**src/rtl/fixed_point_macc_stream_if.sv**
```systemverilog
// fixed_point_macc_stream_if: valid/ready stream bundle for the dot-product MACC
// Input side: i_VALID, o_READY, i_LAST, i_A, i_B. Output side: o_VALID, i_READY,
// o_RESULT and, with FIXED_POINT_MACC_STREAM_SAT_EN defined, o_SAT.
// The slave modport is the MACC; the master modport is the source/sink around it.
interface fixed_point_macc_stream_if #(
  parameter int p_INPUT_WIDTH = 8,
  parameter int p_OUT_WIDTH = 16
);
  logic i_VALID, o_READY, i_LAST, o_VALID, i_READY;
  logic signed [p_INPUT_WIDTH-1:0] i_A, i_B;
  logic signed [p_OUT_WIDTH-1:0] o_RESULT;
`ifdef FIXED_POINT_MACC_STREAM_SAT_EN
  logic o_SAT;
`endif
  modport slave (
    input i_VALID, i_LAST, i_A, i_B, i_READY,
    output o_READY, o_VALID, o_RESULT
`ifdef FIXED_POINT_MACC_STREAM_SAT_EN
    , output o_SAT
`endif
  );
  modport master (
    output i_VALID, i_LAST, i_A, i_B, i_READY,
    input o_READY, o_VALID, o_RESULT
`ifdef FIXED_POINT_MACC_STREAM_SAT_EN
    , input o_SAT
`endif
  );
endinterface

```
**src/rtl/fixed_point_macc_stream.sv**
```systemverilog
// fixed_point_macc_stream: framed signed dot product with rounding, shift and output sizing
// Ports: i_CLK, i_RESET (sync, active-high), s = stream interface (slave modport).
// FIXED_POINT_MACC_STREAM_SAT_EN: clamp to p_OUT_WIDTH and report o_SAT; otherwise wrap.
module fixed_point_macc_stream #(
  parameter int p_INPUT_WIDTH = 8,
  parameter int p_GUARD_BITS = 8,
  parameter int p_OUT_WIDTH = 16,
  parameter int p_FRAC_SHIFT = 4
) (
  input logic i_CLK,
  input logic i_RESET,
  fixed_point_macc_stream_if.slave s
);
  localparam int W_P = 2 * p_INPUT_WIDTH;
  localparam int W_ACC = W_P + p_GUARD_BITS;
  // Half an output LSB; collapses to zero when there is no shift.
  localparam logic [W_ACC:0] RND = ((W_ACC+1)'(1) << p_FRAC_SHIFT) >> 1;
  logic stall, in_xfer, p_valid, p_last, out_valid;
  logic signed [W_P-1:0] prod;
  logic signed [W_ACC-1:0] acc, sum;
  logic signed [W_ACC:0] r;
  logic signed [p_OUT_WIDTH-1:0] res, out_result;
  assign stall = out_valid & ~s.i_READY;
  assign in_xfer = s.i_VALID & ~stall;
  assign s.o_READY = ~stall;
  assign s.o_VALID = out_valid;
  assign s.o_RESULT = out_result;
  assign sum = acc + W_ACC'(prod);
  // One extra bit so the rounding addend can never overflow.
  assign r = ((W_ACC+1)'(sum) + $signed(RND)) >>> p_FRAC_SHIFT;
`ifdef FIXED_POINT_MACC_STREAM_SAT_EN
  localparam logic signed [W_ACC:0] MAXV = (W_ACC+1)'({(p_OUT_WIDTH-1){1'b1}});
  localparam logic signed [W_ACC:0] MINV = ~MAXV;
  logic hi, lo, out_sat;
  assign hi = r > MAXV;
  assign lo = r < MINV;
  assign res = hi ? MAXV[p_OUT_WIDTH-1:0] : lo ? MINV[p_OUT_WIDTH-1:0] : r[p_OUT_WIDTH-1:0];
  assign s.o_SAT = out_sat;
`else
  assign res = p_OUT_WIDTH'(r);
`endif
  always_ff @(posedge i_CLK) begin
    if (i_RESET) begin
      p_valid <= 1'b0;
      p_last <= 1'b0;
      prod <= '0;
      acc <= '0;
      out_valid <= 1'b0;
      out_result <= '0;
`ifdef FIXED_POINT_MACC_STREAM_SAT_EN
      out_sat <= 1'b0;
`endif
    end else if (!stall) begin
      p_valid <= in_xfer;
      p_last <= in_xfer & s.i_LAST;
      if (in_xfer) prod <= s.i_A * s.i_B;
      // Not stalled means the held result (if any) is being taken this cycle.
      out_valid <= p_valid & p_last;
      if (p_valid) acc <= p_last ? '0 : sum;
      if (p_valid & p_last) begin
        out_result <= res;
`ifdef FIXED_POINT_MACC_STREAM_SAT_EN
        out_sat <= hi | lo;
`endif
      end
    end
  end
endmodule

```
**src/flat_wrapper.sv**
```systemverilog
// flat-port wrapper written by rule: the top's interface ports become plain ports
module fixed_point_macc_stream_flat 
#(
  parameter int p_INPUT_WIDTH = 8,
  parameter int p_GUARD_BITS = 8,
  parameter int p_OUT_WIDTH = 16,
  parameter int p_FRAC_SHIFT = 4
)
  (i_CLK, i_RESET, s_i_VALID, s_i_LAST, s_i_A, s_i_B, s_i_READY, s_o_READY, s_o_VALID, s_o_RESULT);
  fixed_point_macc_stream_if #(.p_INPUT_WIDTH(p_INPUT_WIDTH), .p_OUT_WIDTH(p_OUT_WIDTH)) s_i ();
  input logic i_CLK;
  input logic i_RESET;
  input wire logic [$bits(s_i.i_VALID)-1:0] s_i_VALID;
  input wire logic [$bits(s_i.i_LAST)-1:0] s_i_LAST;
  input wire logic [$bits(s_i.i_A)-1:0] s_i_A;
  input wire logic [$bits(s_i.i_B)-1:0] s_i_B;
  input wire logic [$bits(s_i.i_READY)-1:0] s_i_READY;
  output wire logic [$bits(s_i.o_READY)-1:0] s_o_READY;
  output wire logic [$bits(s_i.o_VALID)-1:0] s_o_VALID;
  output wire logic [$bits(s_i.o_RESULT)-1:0] s_o_RESULT;
  assign s_i.i_VALID = s_i_VALID;
  assign s_i.i_LAST = s_i_LAST;
  assign s_i.i_A = s_i_A;
  assign s_i.i_B = s_i_B;
  assign s_i.i_READY = s_i_READY;
  assign s_o_READY = s_i.o_READY;
  assign s_o_VALID = s_i.o_VALID;
  assign s_o_RESULT = s_i.o_RESULT;
  fixed_point_macc_stream #(.p_INPUT_WIDTH(p_INPUT_WIDTH), .p_GUARD_BITS(p_GUARD_BITS), .p_OUT_WIDTH(p_OUT_WIDTH), .p_FRAC_SHIFT(p_FRAC_SHIFT)) u_core (.i_CLK(i_CLK), .i_RESET(i_RESET), .s(s_i));
endmodule
```
**config.mk**
```make
export PLATFORM = sky130hd
export DESIGN_NAME = fixed_point_macc_stream_flat
export DESIGN_NICKNAME = d
export VERILOG_FILES = /design/src/rtl/fixed_point_macc_stream_if.sv /design/src/rtl/fixed_point_macc_stream.sv /design/src/flat_wrapper.sv
export SDC_FILE = /design/constraint.sdc
export NUM_CORES = 1
export LEC_CHECK = 0
export BUFFER_PORTS_ARGS = -buffer_cell sky130_fd_sc_hd__buf_2
export CORE_MARGIN = 2
export CORE_UTILIZATION = 45
export DETAILED_ROUTE_END_ITERATION = 6
export GPL_TIMING_DRIVEN = 0
export PLACE_DENSITY = 0.62
export SLEW_MARGIN = 40
export SYNTH_ARGS = -nofsm -noshare
export SYNTH_HDL_FRONTEND = slang
export SYNTH_SLANG_ARGS = --single-unit
```
**constraint.sdc**
```tcl
create_clock -name i_CLK -period 7.65 [get_ports i_CLK]
set_clock_uncertainty 0.2 [all_clocks]
set_input_delay 1.1475 -clock i_CLK [delete_from_list [all_inputs] [get_ports i_CLK]]
set_output_delay 1.1475 -clock i_CLK [all_outputs]
set_load 0.01 [all_outputs]
```
==> results of run 1 <==
-- power breakdown --
| part | switching, mW | internal, mW |
|---|---|---|
| Combinational | 0.483 | 0.376 |
| Sequential | 0.0219 | 0.319 |
| Clock | 0.102 | 0.120 |
-- per-layer routing --
layer | routed length, µm | GRT usage (%)
met3 | 367 | 2.27
met4 | 192 | 5.06
met5 | 0 | 0
met1 | 5340 | 23.4
met2 | 5500 | 33.1
-- metrics by stage --
stage                     worst slack, ps  power (mW)  area (µm²)  hold WS [ps]  instances
after CTS                            2180        1.44        6060           259        836
after global routing                 1860        1.59        6060           278        836
final                                2190        1.42        6070           258        837
after global placement               1900        1.19        5920           244        828
after detailed placement             1890        1.21        5920           250        828
after floorplan                      2330        1.05        5560           236        644
-- flip-flops by register name (all words and copies together), names as in the netlist --
signal / flops
u_core.acc: 20
u_core.p_last: 1
u_core.p_valid: 1
u_core.s.o_RESULT: 16
u_core.s.o_VALID: 1
u_core.prod: 16
-- layout by cell type, fill, tap and decap left out, types with 27 or more instances in the layout --
cell type                 netlist  routed
sky130_fd_sc_hd__inv_1         96      96
sky130_fd_sc_hd__fa_1          56      56
sky130_fd_sc_hd__dfxtp_1       55      55
sky130_fd_sc_hd__nor2_1        54      54
sky130_fd_sc_hd__nand2_1       51      51
sky130_fd_sc_hd__ha_1          49      49
sky130_fd_sc_hd__and2_1        45      45
sky130_fd_sc_hd__a21oi_1       38      38
sky130_fd_sc_hd__buf_2          0      37
sky130_fd_sc_hd__xnor2_1       27      27
-- critical path, cell delays in order --
cell                      delay [ps]
sky130_fd_sc_hd__buf_2           140
sky130_fd_sc_hd__and2_1          180
sky130_fd_sc_hd__fa_1            540
sky130_fd_sc_hd__inv_1            50
sky130_fd_sc_hd__fa_1            470
sky130_fd_sc_hd__inv_1            50
sky130_fd_sc_hd__fa_1            520
sky130_fd_sc_hd__inv_1            50
sky130_fd_sc_hd__fa_1            520
sky130_fd_sc_hd__inv_1            40
sky130_fd_sc_hd__ha_1            320
sky130_fd_sc_hd__inv_1            70
sky130_fd_sc_hd__o21ai_0          90
sky130_fd_sc_hd__a21oi_1         240
sky130_fd_sc_hd__o21a_1          180
sky130_fd_sc_hd__o21ai_0         150
sky130_fd_sc_hd__o41ai_1         370
sky130_fd_sc_hd__mux2i_1         240
sky130_fd_sc_hd__nand2_1          60
-- final cells by class --
| cell class | instances | area share (%) |
|---|---|---|
| Antenna cell | 1 | 0.0412 |
| Buffer | 17 | 1.32 |
| Clock buffer | 5 | 2.06 |
| Clock inverter | 3 | 0.247 |
| Inverter | 97 | 6.00 |
| Multi-Input combinational cell | 475 | 66.1 |
| Sequential cell | 55 | 18.1 |
| Tap cell | 147 | 3.03 |
| Timing Repair Buffer | 37 | 3.05 |
-- path summary, 6_finish.rpt --
path / startpoint / end / slack (ps)
max: s_i_B[4] / u_core.prod[15] / 2190
min: u_core.s.o_RESULT[3] / u_core.s.o_RESULT[3] / 260
max reg2reg: u_core.acc[0] / u_core.s.o_RESULT[15] / 4290
min reg2reg: u_core.s.o_RESULT[3] / u_core.s.o_RESULT[3] / 260
-- kinds of logic (layout without fill, tap and decap cells) --
logic type               Yosys count  count (layout)  share of synthesized area (%)
AND/OR/NAND/NOR                  212             212                           19.2
buffers and inverters            114             159                           8.00
AO/OA/AOI/OAI                    113             113                           14.1
adder cells (fa/ha/maj)          105             105                           31.2
flip-flops                        55              55                           19.8
XOR/XNOR                          43              43                           7.32
multiplexers                       2               2                          0.383
other                              0               1                              0
==> impl_summary.md, run 1 <==
Status
The run finished with clean final reports.

Timing
Adding up every negative setup slack in the final design gives 0 ps. In the finished design, the share of the clock period the worst path needs comes to 71.4%. Setup repair after global routing left no endpoint under its margin. The final setup violation count is 0. For the pin with the worst max-slew slack, the measured transition is 570 ps. The relative max-transition margin is 62.0%. The max-slew violation count is 0. The post-route minimum period is 5460 ps. The hold violation total from the final report was 0. Static timing analysis puts the maximum clock frequency at 0.183 GHz.

Route
Summed over all layers, the routed wires come to 11400 µm. For this block, the via count after detailed routing is 4326. The final routed DRC violation total is 0.

The violation count after the first detailed-routing iteration is 192. The detailed-route wire length per cell is 13.6 µm. In the routed layout, each cell is associated on average with a via count of 5.17.

For this run, the detailed router's first-pass iteration total came to 4. The count of nets left with antenna violations once routing finished came out at 0.

Clock tree
The maximum buffer depth of the clock tree is 2. The buffer count from post-CTS setup fixing is 0. The H-tree was split into 2 levels. The clock network latency to the later pin of the worst-skew pair is 290 ps. The TritonCTS sink count is 55.

The post-cts hold buffer count is 0. In this run the clock root is driven by a sky130_fd_sc_hd__clkbuf_16. The TritonCTS clock tree is built. Clock-pin slew was measured on the worst setup and hold paths at 70 ps.

The total clock buffers created by CTS is 5. Gates resized during post-CTS repair numbered 0.

Yosys
The area share of the largest cell type after synthesis is 20.2%. In the synthesized netlist the dominant register cell turns out to be sky130_fd_sc_hd__dfxtp_1. For this run, the number of Yosys warnings is 0. For this run, the register share of the synthesized area comes to 19.8%. In the synthesized netlist the async set-or-reset flop fraction comes to 0%. The post-synthesis cell type with the largest combined area is sky130_fd_sc_hd__fa_1. The number of storage elements in the synthesis netlist is 55. The number of nets in the synthesized netlist is 770. Yosys attributes the largest share of cell area to sky130_fd_sc_hd__fa_1 (20%), sky130_fd_sc_hd__dfxtp_1 (20%), sky130_fd_sc_hd__ha_1 (11%). The library cell with the highest instance count after synthesis is sky130_fd_sc_hd__inv_1.

The count of distinct cell types in the synthesized netlist is 56. The synthesized netlist cell count is 644. The count of flip-flops with a built-in enable after synthesis is 0. The area of the mapped netlist is 5560 µm².

The synthesized area divided by synthesized cell count is 8.63 µm². The commonest cells after synthesis are sky130_fd_sc_hd__inv_1 (96), sky130_fd_sc_hd__fa_1 (56), sky130_fd_sc_hd__dfxtp_1 (55).

Critical path
The type of the worst setup path is input port to flop. In this run the worst path has a maximum fanout of 8. The worst setup path is launched from an input port. The depth of the worst register-to-register path is 11. The worst setup path is captured at a flop.

For the worst setup path, the data required time is 7640 ps. At the worst endpoint, the arrival time is 5450 ps.

Final layout
For this run, the share of the core covered by cells in the final layout is 50.5%. The area growth from synthesis to layout is 9.21%. The footprint of the multi-input gates is 4010 µm². The layout cell share with drive strength beyond 1 is 9.72%.

The number of fill cells in the layout is 1172. Summing all flip-flop and latch instances after layout gives 1100 µm². The net count of the finished layout is 814.

Global routing
The first global-routing pass estimated 19900 µm of wire. After global routing the overflow that remains totals 0. The number of global-route vias before repair is 4319.

Entering global routing, the biggest net connects 17 pins. The initial antenna violation count came to 1. In the global route stage, overall resource usage came out at 18.4%.

Floorplanning
In this run the vertical extent of the chip is 115 µm. The total core area is 12000 µm². The die is 115 µm wide. The area of the die is 13300 µm². The initial core utilization is 46.3%. The total number of placement rows is 40.

The top-level port count is 39.

Power
The power per cell area is 234 nW/µm². VDD sags by at most 0.0921 mV. The leakage power summed over all cells is 2.78 nW.

Job
Across the run, the number of max-cap violations was 0.

Placement
The half-perimeter wire length after placement is 9660 µm. The number of buffers added on ports is 37. The weighted congestion reported at the end of routability-driven placement is 0.893.

Hold path
The number of cells on the worst hold path is 2. The path class of the tightest hold or removal check is flop to flop.
Note: power is estimated with default switching activity, not from simulation.
==> inputs of run 2 (changes only) <==
Clock period 7.65 ns to 5.2 ns, I/O delays scaled along.
==> impl_summary.md, run 2 (synthesized netlist as in run 1, its figures left out) <==
Status
Run status: finished clean (unchanged).

Power
The power per cell area came to 352 nW/µm² (was 234 nW/µm²). The relative contribution of the clock network to total power is 15.3% (was 15.6%). The share of total power in combinational logic is 61.3% (was 60.4%). The leakage power summed over all cells is 2.79 nW (was 2.78 nW). The switching part of the total power came to 43.0% (was 42.6%). The part of the power in registers is 23.4% (was 24.0%). The net switching power was 0.922 mW (was 0.606 mW).

The worst ir drop on vdd is 0.137 mV (was 0.0921 mV). The internal power component is 1.22 mW (was 0.815 mW).

Timing
The slew at the pin closest to its max-slew limit is 557 ps (was 570 ps). The top achievable clock speed is 0.201 GHz. Setup repair after global routing missed its margin: false (unchanged).

The routed design could run at a clock period as short as 4980 ps. The final setup violation count is 0 (unchanged). The hold slack is 258 ps (about the same).

The final cycle utilization of the critical path is 95.7%. The relative max-transition margin is 62.9% (was 62.0%). The hold violation total from the final report was 0 (unchanged).

The max-slew violation count is 0 (unchanged).

Final layout
The number of fill cells in the layout is 1175 (was 1172). The number of nets in the layout is 815 (was 814). Most used cells in the layout excluding fill and tap cells: sky130_fd_sc_hd__inv_1 (95), sky130_fd_sc_hd__fa_1 (56), sky130_fd_sc_hd__dfxtp_1 (55) (was sky130_fd_sc_hd__inv_1 (96), sky130_fd_sc_hd__fa_1 (56), sky130_fd_sc_hd__dfxtp_1 (55)). The leading cell type in the layout, fill and taps excluded is sky130_fd_sc_hd__inv_1 (unchanged). The layout cell share with drive strength beyond 1 is 10.6% (was 9.72%). The number of flip-flops in the largest register was 20 (unchanged). The non-filler instance count after layout is 838 (was 837). The area overhead of the layout relative to synthesis was 9.68% (was 9.21%).

The footprint of the multi-input gates was 4030 µm² (was 4010 µm²). The sequential cell area in the final layout is 1100 µm² (unchanged). The register name with the most flops was u_core.acc (unchanged).

Placement
The number of buffers added on ports was 37 (unchanged). The half-perimeter wire length after placement is 9660 µm (unchanged). The number of placed instances with taps included was 828 (unchanged).

The weighted congestion reported at the end of routability-driven placement is 0.893 (unchanged).

Critical path
The origin of the critical flop-to-flop path is u_core.acc[0] (unchanged). The required time reported for the critical path endpoint is 5190 ps (was 7640 ps). The cell at the slowest stage of the critical path is sky130_fd_sc_hd__fa_1 (unchanged). The delay of the slowest cell on the worst path is 540 ps (about the same). The worst reg-to-reg setup slack is 1840 ps (was 4290 ps). The reg-to-reg endpoint is u_core.s.o_RESULT[15] (unchanged). The worst path buffer plus inverter count is 6 (unchanged).

The arrival time at the worst endpoint is 4970 ps (was 5450 ps). The depth of the worst register-to-register path is 11 (unchanged). Critical path, cell by cell: buf_2, and2_1, fa_1, inv_1, fa_1, inv_1, fa_1, inv_1, fa_1, inv_1, ha_1, inv_1, o21ai_1, a21oi_1, o21a_1, o21ai_2, o41ai_2, mux2i_1, nand2_1 (was buf_2, and2_1, fa_1, inv_1, fa_1, inv_1, fa_1, inv_1, fa_1, inv_1, ha_1, inv_1, o21ai_0, a21oi_1, o21a_1, o21ai_0, o41ai_1, mux2i_1, nand2_1). The maximum fanout along the worst path is 8 (unchanged). The cell type with the highest occurrence count on the critical path is sky130_fd_sc_hd__inv_1 (unchanged). The sort of element at the end of the critical path is a flop (unchanged). The critical path startpoint category is an input port (unchanged). The type of the worst setup path is input port to flop (unchanged). The largest delay contributor family on the critical path is adder cells (unchanged).

Floorplanning
The die boundary height is 115 µm (unchanged). The area of the die was 13300 µm² (unchanged). The top-level port count is 39 (unchanged). The total core area is 12000 µm² (unchanged). The die span in x is 115 µm (unchanged).

The initial core utilization is 46.3% (unchanged). The total number of placement rows is 40 (unchanged).

Clock tree
The post-cts hold buffer count is 0 (unchanged). The total clock buffers created by CTS was 5 (unchanged). The master cell of the clock root buffer is sky130_fd_sc_hd__clkbuf_16 (unchanged).

The clock transition at the registers of the reported paths is 70 ps (about the same). The TritonCTS clock tree is built (unchanged). The number of H-tree levels is 2 (unchanged).

The TritonCTS sink count is 55 (unchanged). The clock network latency to the later pin of the worst-skew pair is 300 ps (was 290 ps). The maximum buffer depth of the clock tree is 2 (unchanged).

Route
The final wirelength is 11400 µm (about the same). The ratio of routed vias to standard cells is 5.16 (was 5.17). The count of antenna-violating nets left after detailed routing was 0 (unchanged). The highest metal layer with signal wires is met4 (unchanged). The vias after detailed routing is 4327 (was 4326). The final routed DRC violation total is 0 (unchanged). The total iterations of the first detailed-routing run was 4 (unchanged). The detailed-route wire length per cell came to 13.6 µm (about the same). The sum of met2 wire segment lengths after detailed routing is 5520 µm (was 5500 µm). The routed wire length on met3 is 351 µm (was 367 µm). The met1 wire length is 5390 µm (was 5340 µm). The violation count after the first detailed-routing iteration is 195 (was 192).

Hold path
The startpoint of the lowest-slack hold path is u_core.s.o_RESULT[3] (unchanged). The endpoint of the worst hold path is u_core.s.o_RESULT[3] (unchanged). The number of cells on the worst hold path was 2 (unchanged). The type of the most critical hold path is flop to flop (unchanged).

Global routing
The number of global-route vias before repair came to 4319 (unchanged). The first-pass GRT wire length is 19900 µm (unchanged). The overall routing resource usage is 18.4% (unchanged).

The leftover overflow at the end of global routing came to 0 (unchanged). The initial antenna violation count is 1 (unchanged). The largest net degree at the start of global routing was 17 (unchanged).

Job
The number of max-cap violations came to 0 (unchanged).
==> run 2: cell count changes in the layout (fill, tap and decap cells not counted), sizes merged <==
cell  change
buf       +1
==> run 2: layer usage <==
layer  global-route usage, %  vias to the layer above
met4                    5.06                        0
li1                        -                     2209
met5                       0                        -
met3                    2.27                       12
met1                    23.4                     2035
met2                    33.1                       71
==> run 2: layout make-up <==
class | count | share of cell area [%]
Clock buffer | 5 | 2.05
Antenna cell | 1 | 0.0411
Tap cell | 147 | 3.02
Inverter | 97 | 5.98
Multi-Input combinational cell | 475 | 66.1
Clock inverter | 3 | 0.246
Sequential cell | 55 | 18.1
Buffer | 17 | 1.31
Timing Repair Buffer | 38 | 3.16
==> run 2: power by group through the flow <==
stage          logic (mW)  clock network (mW)  registers [mW]
2_1_floorplan        1.05                   0           0.501
3_3_place_gp         1.25                   0           0.510
3_5_place_dp         1.28                   0           0.512
4_1_cts              1.28               0.334           0.502
5_1_grt              1.53               0.352           0.507
6_report             1.32               0.329           0.502
==> run 2: worst register-to-register path, cell delays in order (launching register included) <==
cell	delay, ps
sky130_fd_sc_hd__dfxtp_1	310
sky130_fd_sc_hd__ha_1	230
sky130_fd_sc_hd__fa_1	420
sky130_fd_sc_hd__a21oi_2	220
sky130_fd_sc_hd__o221ai_2	150
sky130_fd_sc_hd__a31oi_1	330
sky130_fd_sc_hd__nor2_1	90
sky130_fd_sc_hd__xor2_1	370
sky130_fd_sc_hd__and4_1	310
sky130_fd_sc_hd__and4_4	260
sky130_fd_sc_hd__a311oi_1	100
sky130_fd_sc_hd__a211o_1	250
==> run 2: stage by stage <==
stage                     area (µm²)  setup slack, ps  util, %  setup TNS (ps)  total power [mW]
final                           6090              221     50.7               0              2.15
after CTS                       6060             98.0     50.5               0              2.12
after floorplan                 5560              250        -               0              1.55
after global placement          5920             -180     49.3            -463              1.76
after global routing            6090             14.4     50.7               0              2.39
after detailed placement        5920             -191     49.3            -502              1.79
==> run 2: how the worst max path moves through the flow <==
stage,start,endpoint,slack [ps],cells past startpoint
5_1_grt,s_i_B[4],u_core.prod[12],10,19
3_5_place_dp,s_i_B[4],u_core.prod[12],-190,19
3_3_place_gp,s_i_A[0],u_core.prod[12],-180,18
6_report,s_i_B[4],u_core.prod[15],220,19
2_1_floorplan,s_i_B[4],u_core.prod[12],250,18
4_1_cts,s_i_B[4],u_core.prod[12],100,19
==> run 2: timing repair <==
item,4_1_cts,5_1_grt
setup buffers,0,1
gates resized for setup,0,10
endpoints found under the setup margin,0,4
